--- config.mk ---
export PLATFORM = sky130hd
export DESIGN_NAME = reset_request_gen_flat
export DESIGN_NICKNAME = d
export VERILOG_FILES = /design/src/rtl/reset_pkg.sv /design/src/rtl/reset_request_gen_if.sv /design/src/rtl/reset_request_gen_button_debouncer.sv /design/src/rtl/reset_request_gen.sv /design/src/flat_wrapper.sv
export SDC_FILE = /design/constraint.sdc
export NUM_CORES = 1
export LEC_CHECK = 0
export CORE_MARGIN = 3
export CORE_UTILIZATION = 35
export CTS_CLUSTER_DIAMETER = 30
export DETAILED_ROUTE_END_ITERATION = 8
export PLACE_DENSITY = 0.49
export SLEW_MARGIN = 20
export SYNTH_ARGS = -nofsm -noshare
export SYNTH_HDL_FRONTEND = slang
export SYNTH_SLANG_ARGS = --single-unit
--- constraint.sdc ---
create_clock -name clk -period 2.5 [get_ports clk]
set_clock_uncertainty 0.15 [all_clocks]
set_input_delay 0.25 -clock clk [delete_from_list [all_inputs] [get_ports clk]]
set_output_delay 0.25 -clock clk [all_outputs]
set_load 0.05 [all_outputs]
--- src/rtl/reset_pkg.sv ---
// Shared definitions for the reset request generator: cause bit positions and FSM encoding.
// Pure declarations, so there is no latency or backpressure.
package reset_pkg;

  localparam int CAUSE_BTN = 0;
  localparam int CAUSE_SW  = 1;
  localparam int CAUSE_WDT = 2;
  localparam int CAUSE_W   = 3;

  typedef enum logic {
    IDLE   = 1'b0,
    ACTIVE = 1'b1
  } state_t;

  // Bits needed to hold 0..n-1, never less than one bit.
  function automatic int cnt_width(input int n);
    return (n > 1) ? $clog2(n) : 1;
  endfunction

endpackage

--- src/rtl/reset_request_gen_if.sv ---
// Control and status bundle between reset_request_gen and its software/watchdog side.
// Plain strobes and levels, with no handshake and no backpressure.
interface reset_request_gen_if;

  logic       sw_req;
  logic       wdt_enable;
  logic       wdt_kick;
  logic       cause_clr;
  logic       req;
  logic [2:0] cause;

  modport master (
    output sw_req, wdt_enable, wdt_kick, cause_clr,
    input  req, cause
  );

  modport slave (
    input  sw_req, wdt_enable, wdt_kick, cause_clr,
    output req, cause
  );

endinterface

--- src/rtl/reset_request_gen_button_debouncer.sv ---
// Button path: 2-flop synchronizer, debounce, and a registered strobe on the debounced press.
// The strobe follows 2 + DEBOUNCE_CYCLES + 1 cycles after btn_n settles low. No backpressure.
module button_debouncer
  import reset_pkg::*;
#(
  parameter int DEBOUNCE_CYCLES = 50000
) (
  input  logic clk,
  input  logic reset_n,
  input  logic btn_n,
  output logic btn_evt
);

  localparam int             CW       = cnt_width(DEBOUNCE_CYCLES);
  localparam logic [CW-1:0]  CNT_LAST = CW'(DEBOUNCE_CYCLES - 1);

  logic          sync1;
  logic          sync2;
  logic          deb;
  logic          deb_d;
  logic [CW-1:0] cnt;

  always_ff @(posedge clk or negedge reset_n) begin
    if (!reset_n) begin
      sync1   <= 1'b1;
      sync2   <= 1'b1;
      deb     <= 1'b1;
      deb_d   <= 1'b1;
      cnt     <= '0;
      btn_evt <= 1'b0;
    end else begin
      sync1   <= btn_n;
      sync2   <= sync1;
      deb_d   <= deb;
      // A press is reported only as a debounced 1->0 edge; a release produces nothing.
      btn_evt <= deb_d & ~deb;
      if (sync2 == deb) begin
        cnt <= '0;
      end else if (cnt == CNT_LAST) begin
        deb <= sync2;
        cnt <= '0;
      end else begin
        cnt <= cnt + CW'(1);
      end
    end
  end

endmodule

--- src/rtl/reset_request_gen.sv ---
// Merges button, software and (with RESET_REQ_WDT_EN) watchdog events into one req pulse, and records a sticky cause.
// Latency: sw_req to req takes 2 cycles. No backpressure; an event during a pulse restarts the pulse width.
module reset_request_gen
  import reset_pkg::*;
#(
  parameter int DEBOUNCE_CYCLES  = 50000,
  parameter int WDT_CYCLES       = 16777216,
  parameter int REQ_PULSE_CYCLES = 16
) (
  input  logic                 clk,
  input  logic                 reset_n,
  input  logic                 btn_n,
  reset_request_gen_if.slave   bus
);

  localparam int            PW         = cnt_width(REQ_PULSE_CYCLES);
  localparam logic [PW-1:0] PULSE_LAST = PW'(REQ_PULSE_CYCLES - 1);

  logic               btn_evt;
  logic               sw_evt;
  logic               wdt_evt;
  logic               clr_q;
  logic               evt_any;
  logic [CAUSE_W-1:0] cause_set;
  logic [CAUSE_W-1:0] cause_q;
  logic [PW-1:0]      pcnt;
  state_t             state;
  state_t             state_nxt;

  button_debouncer #(
    .DEBOUNCE_CYCLES (DEBOUNCE_CYCLES)
  ) u_btn (
    .clk     (clk),
    .reset_n (reset_n),
    .btn_n   (btn_n),
    .btn_evt (btn_evt)
  );

  // cause_clr is delayed along with sw_req so that a clear and a set on the same input cycle meet in the cause flop.
  always_ff @(posedge clk or negedge reset_n) begin
    if (!reset_n) begin
      sw_evt <= 1'b0;
      clr_q  <= 1'b0;
    end else begin
      sw_evt <= bus.sw_req;
      clr_q  <= bus.cause_clr;
    end
  end

`ifdef RESET_REQ_WDT_EN
  localparam int            WW       = cnt_width(WDT_CYCLES);
  localparam logic [WW-1:0] WDT_LAST = WW'(WDT_CYCLES - 1);

  logic [WW-1:0] wcnt;

  always_ff @(posedge clk or negedge reset_n) begin
    if (!reset_n) begin
      wcnt    <= '0;
      wdt_evt <= 1'b0;
    end else begin
      wdt_evt <= 1'b0;
      if (!bus.wdt_enable || bus.wdt_kick || state == ACTIVE) begin
        wcnt <= '0;
      end else if (wcnt == WDT_LAST) begin
        wcnt    <= '0;
        wdt_evt <= 1'b1;
      end else begin
        wcnt <= wcnt + WW'(1);
      end
    end
  end
`else
  localparam int UNUSED_WDT_CYCLES = WDT_CYCLES;
  logic unused_wdt;
  assign unused_wdt = ^{bus.wdt_enable, bus.wdt_kick};
  assign wdt_evt    = 1'b0;
`endif

  assign evt_any = btn_evt | sw_evt | wdt_evt;

  always_ff @(posedge clk or negedge reset_n) begin
    if (!reset_n) state <= IDLE;
    else          state <= state_nxt;
  end

  always_comb begin
    state_nxt = state;
    case (state)
      IDLE:    if (evt_any) state_nxt = ACTIVE;
      ACTIVE:  if (!evt_any && pcnt == '0) state_nxt = IDLE;
      default: state_nxt = IDLE;
    endcase
  end

  // req comes straight off the state flop, so it is registered and glitch-free.
  always_comb begin
    bus.req = (state == ACTIVE);
  end

  always_ff @(posedge clk or negedge reset_n) begin
    if (!reset_n) begin
      pcnt <= '0;
    end else if (evt_any) begin
      pcnt <= PULSE_LAST;
    end else if (state == ACTIVE && pcnt != '0) begin
      pcnt <= pcnt - PW'(1);
    end
  end

  always_comb begin
    cause_set            = '0;
    cause_set[CAUSE_BTN] = btn_evt;
    cause_set[CAUSE_SW]  = sw_evt;
    cause_set[CAUSE_WDT] = wdt_evt;
  end

  always_ff @(posedge clk or negedge reset_n) begin
    if (!reset_n) cause_q <= '0;
    else          cause_q <= (clr_q ? '0 : cause_q) | cause_set;
  end

  assign bus.cause = cause_q;

endmodule

--- src/flat_wrapper.sv ---
// flat-port wrapper written by rule: the top's interface ports become plain ports
module reset_request_gen_flat import reset_pkg::*;
#(
  parameter int DEBOUNCE_CYCLES  = 50000,
  parameter int WDT_CYCLES       = 16777216,
  parameter int REQ_PULSE_CYCLES = 16
)
  (clk, reset_n, btn_n, bus_sw_req, bus_wdt_enable, bus_wdt_kick, bus_cause_clr, bus_req, bus_cause);
  reset_request_gen_if bus_i ();
  input  logic clk;
  input  logic reset_n;
  input  logic btn_n;
  input wire logic [$bits(bus_i.sw_req)-1:0] bus_sw_req;
  input wire logic [$bits(bus_i.wdt_enable)-1:0] bus_wdt_enable;
  input wire logic [$bits(bus_i.wdt_kick)-1:0] bus_wdt_kick;
  input wire logic [$bits(bus_i.cause_clr)-1:0] bus_cause_clr;
  output wire logic [$bits(bus_i.req)-1:0] bus_req;
  output wire logic [$bits(bus_i.cause)-1:0] bus_cause;
  assign bus_i.sw_req = bus_sw_req;
  assign bus_i.wdt_enable = bus_wdt_enable;
  assign bus_i.wdt_kick = bus_wdt_kick;
  assign bus_i.cause_clr = bus_cause_clr;
  assign bus_req = bus_i.req;
  assign bus_cause = bus_i.cause;
  reset_request_gen #(.DEBOUNCE_CYCLES(DEBOUNCE_CYCLES), .WDT_CYCLES(WDT_CYCLES), .REQ_PULSE_CYCLES(REQ_PULSE_CYCLES)) u_core (.clk(clk), .reset_n(reset_n), .btn_n(btn_n), .bus(bus_i));
endmodule
==> impl_metrics.json <==
{
  "status": "complete, no violations",
  "yosysTopAreaCellShare_pct": 48.9,
  "p_per_area_nw_per_um2": 664,
  "setup_ws_ps": 397,
  "die_area_um2": 4580,
  "synth_cell_types": 32,
  "ys_seq_area_share_pct": 56.8,
  "ys_warn_count": 0,
  "numCtsBuffers": 5,
  "slew_violations": 0,
  "maxSlewHeadroom_pct": 63.3,
  "vias": 876,
  "final_layout_size_suffix_gt1_share_pct": 13.4,
  "nets": 142,
  "antenna_left": 0,
  "first_pass_iters": 4,
  "period_share_pct": 84.1,
  "max_clock_freq_ghz": 0.476,
  "start_util_pct": 38.1,
  "place.gp.congestion": 0.765,
  "synth_area_um2": 1330,
  "grt_max_degree": 31,
  "via_per_inst": 4.87,
  "port_buffers": 7,
  "leakage_uw": 0.000649,
  "antenna_cells": 0,
  "htreeDepth": 2,
  "cp-end-kind": "register",
  "clock-sinks": 30,
  "final_area_um2": 1560,
  "cts_hold_buf": 0,
  "hold_path_class": "input port to asynchronous set/reset pin",
  "rsz0062_at_grt": "false",
  "clockBufferDepth": 2,
  "required_ps": 2560,
  "setup_viol": 0,
  "gr-usage-all-layers_pct": 12.9,
  "place_ws_ps": 413,
  "worst_slew_pin_slew_ps": 546,
  "crit_type": "register to register",
  "grt_first_pass_wirelength_mm": 4.25,
  "die_y_um": 67.7,
  "dp_hpwl_mm": 1.50,
  "syn_to_final_growth_pct": 16.9,
  "vdd_drop_max_uv": 337,
  "drt-wirelength-per-cell_um": 12.4,
  "final_common_cell": "dfrtp_1",
  "syn_inst": 120,
  "avgSynthCellArea_um2": 11.1,
  "clock_latency_ps": 280,
  "nFillCells": 334,
  "die_w_um": 67.7,
  "post_cts_buffers": 0,
  "fin_tns_setup_ps": 0,
  "drt_iter0_markers": 33,
  "cts_tree": "done",
  "mostFrequentLayoutCells": "dfrtp_1 (26), nor2_1 (16), nand2_1 (10), xnor2_1 (9)",
  "placed_cell_area_um2": 1450,
  "cts_root_buf": "clkbuf_8",
  "routed_wl_mm": 2.23,
  "start_kind": "register",
  "grt_antenna_before_repair": 0,
  "core_area_um2": 3490,
  "overflow": 0,
  "drc": 0,
  "ys_top_cells_by_area": "dfrtp_1 (49%), dfstp_2 (7.9%), xnor2_1 (5.9%), xor2_1 (4.6%), nor2_1 (4.5%)",
  "crit_arrival_ps": 2160,
  "cap_violations": 0,
  "yosysTopAreaCell": "dfrtp_1",
  "finalHoldViolCount": 0,
  "synth_seq_cells": 30,
  "rows": 21,
  "worstPathMaxFanout": 4,
  "cts_resized": 0,
  "io_pins": 11,
  "clk_pin_slew_ps": 60,
  "min_period_ps": 2100,
  "multi_input_area_um2": 538,
  "seq_area_um2": 756,
  "syn-num-nets": 129,
  "grt_pass1_vias": 952
}
==> worst paths after layout <==
check / from / end / slack (ps) / cells after the start
worst min register to register: u_core.u_btn.sync1 / u_core.u_btn.sync2 / 210 / 0
worst min-delay path: reset_n / u_core.u_btn.cnt[13] / 200 / 2
min in group clk: u_core.u_btn.sync1 / u_core.u_btn.sync2 / 210 / 0
worst max-delay path: u_core.u_btn.cnt[10] / u_core.u_btn.deb / 400 / 3
max in group asynchronous: reset_n / u_core.u_btn.deb_d / 1680 / 2
worst max register to register: u_core.u_btn.cnt[10] / u_core.u_btn.deb / 400 / 3
==> power breakdown <==
group | switching [uW] | internal (uW)
registers | 10.6 | 499
logic | 31.4 | 19.1
clock network | 180 | 293
total | 222 | 811
==> area by class of cell <==
class | instances | share of cell area, %
Clock buffer | 5 | 4.42
Timing Repair Buffer | 8 | 4.98
Sequential cell | 30 | 48.6
Inverter | 5 | 1.21
Tap cell | 46 | 3.70
Multi-Input combinational cell | 83 | 34.6
Clock inverter | 3 | 2.57
==> stage by stage <==
stage | hold slack [ps] | power [uW] | std cells | utilization [%]
3_5_place_dp | 199 | 570 | 172 | 41.4
5_1_grt | 212 | 1080 | 180 | 44.5
6_report | 202 | 1030 | 180 | 44.5
2_1_floorplan | -196 | 547 | 120 | -
3_3_place_gp | 201 | 569 | 172 | 41.4
4_1_cts | 209 | 1050 | 180 | 44.5
==> synth_stat cells <==
cell / instances
or4_1: 1
nor2b_1: 1
and3_1: 1
a21oi_1: 1
or3b_2: 1
nand4_1: 5
dfstp_2: 4
o311ai_0: 1
nand4b_1: 1
o211ai_1: 1
nand4bb_1: 1
conb_1: 1
inv_1: 5
a21o_1: 2
xor2_1: 7
buf_4: 1
ha_1: 2
xnor2_1: 9
nor2_1: 16
or4b_1: 1
dfrtp_1: 26
or4_4: 1
nand2_4: 1
nor3_1: 4
o31ai_1: 2
nand2_1: 10
buf_6: 1
nand3_1: 7
and4_1: 2
and3_2: 1
nor4_1: 2
mux2_4: 1
==> registers in the layout, summed over array words and instances, names as in the netlist <==
| register | cells |
|---|---|
| u_core.u_btn.cnt | 16 |
| u_core.u_btn.deb | 1 |
| u_core.clr_q | 1 |
| u_core.bus.req | 1 |
| u_core.u_btn.sync2 | 1 |
| u_core.bus.cause | 2 |
| u_core.u_btn.btn_evt | 1 |
| u_core.sw_evt | 1 |
| u_core.u_btn.deb_d | 1 |
| u_core.u_btn.sync1 | 1 |
| u_core.pcnt | 4 |
==> cells by family after synthesis <==
family	after synthesis	synth area share [%]
XOR/XNOR	16	10.5
AO/OA/AOI/OAI	7	3.85
multiplexers	1	1.13
flip-flops	30	56.8
AND/OR/NAND/NOR	56	22.7
buffers and inverters	7	2.82
other	1	0.282
adder cells (fa/ha/maj)	2	1.88
==> metal layers <==
metal / track usage [%] / up-vias / part of all wire [%]
met4: 6.84 / 0 / 1.7
met5: 0 / - / 0
li1: - / 436 / -
met1: 17.0 / 426 / 52
met3: 4.49 / 5 / 4.0
met2: 18.3 / 9 / 42
==> worst max-delay path: stages (launching register included) <==
cell and delay (ps):
dfrtp_1 420, or4b_1 550, or4_4 600, mux2_4 310
Note: power is estimated with default switching activity, not from simulation.
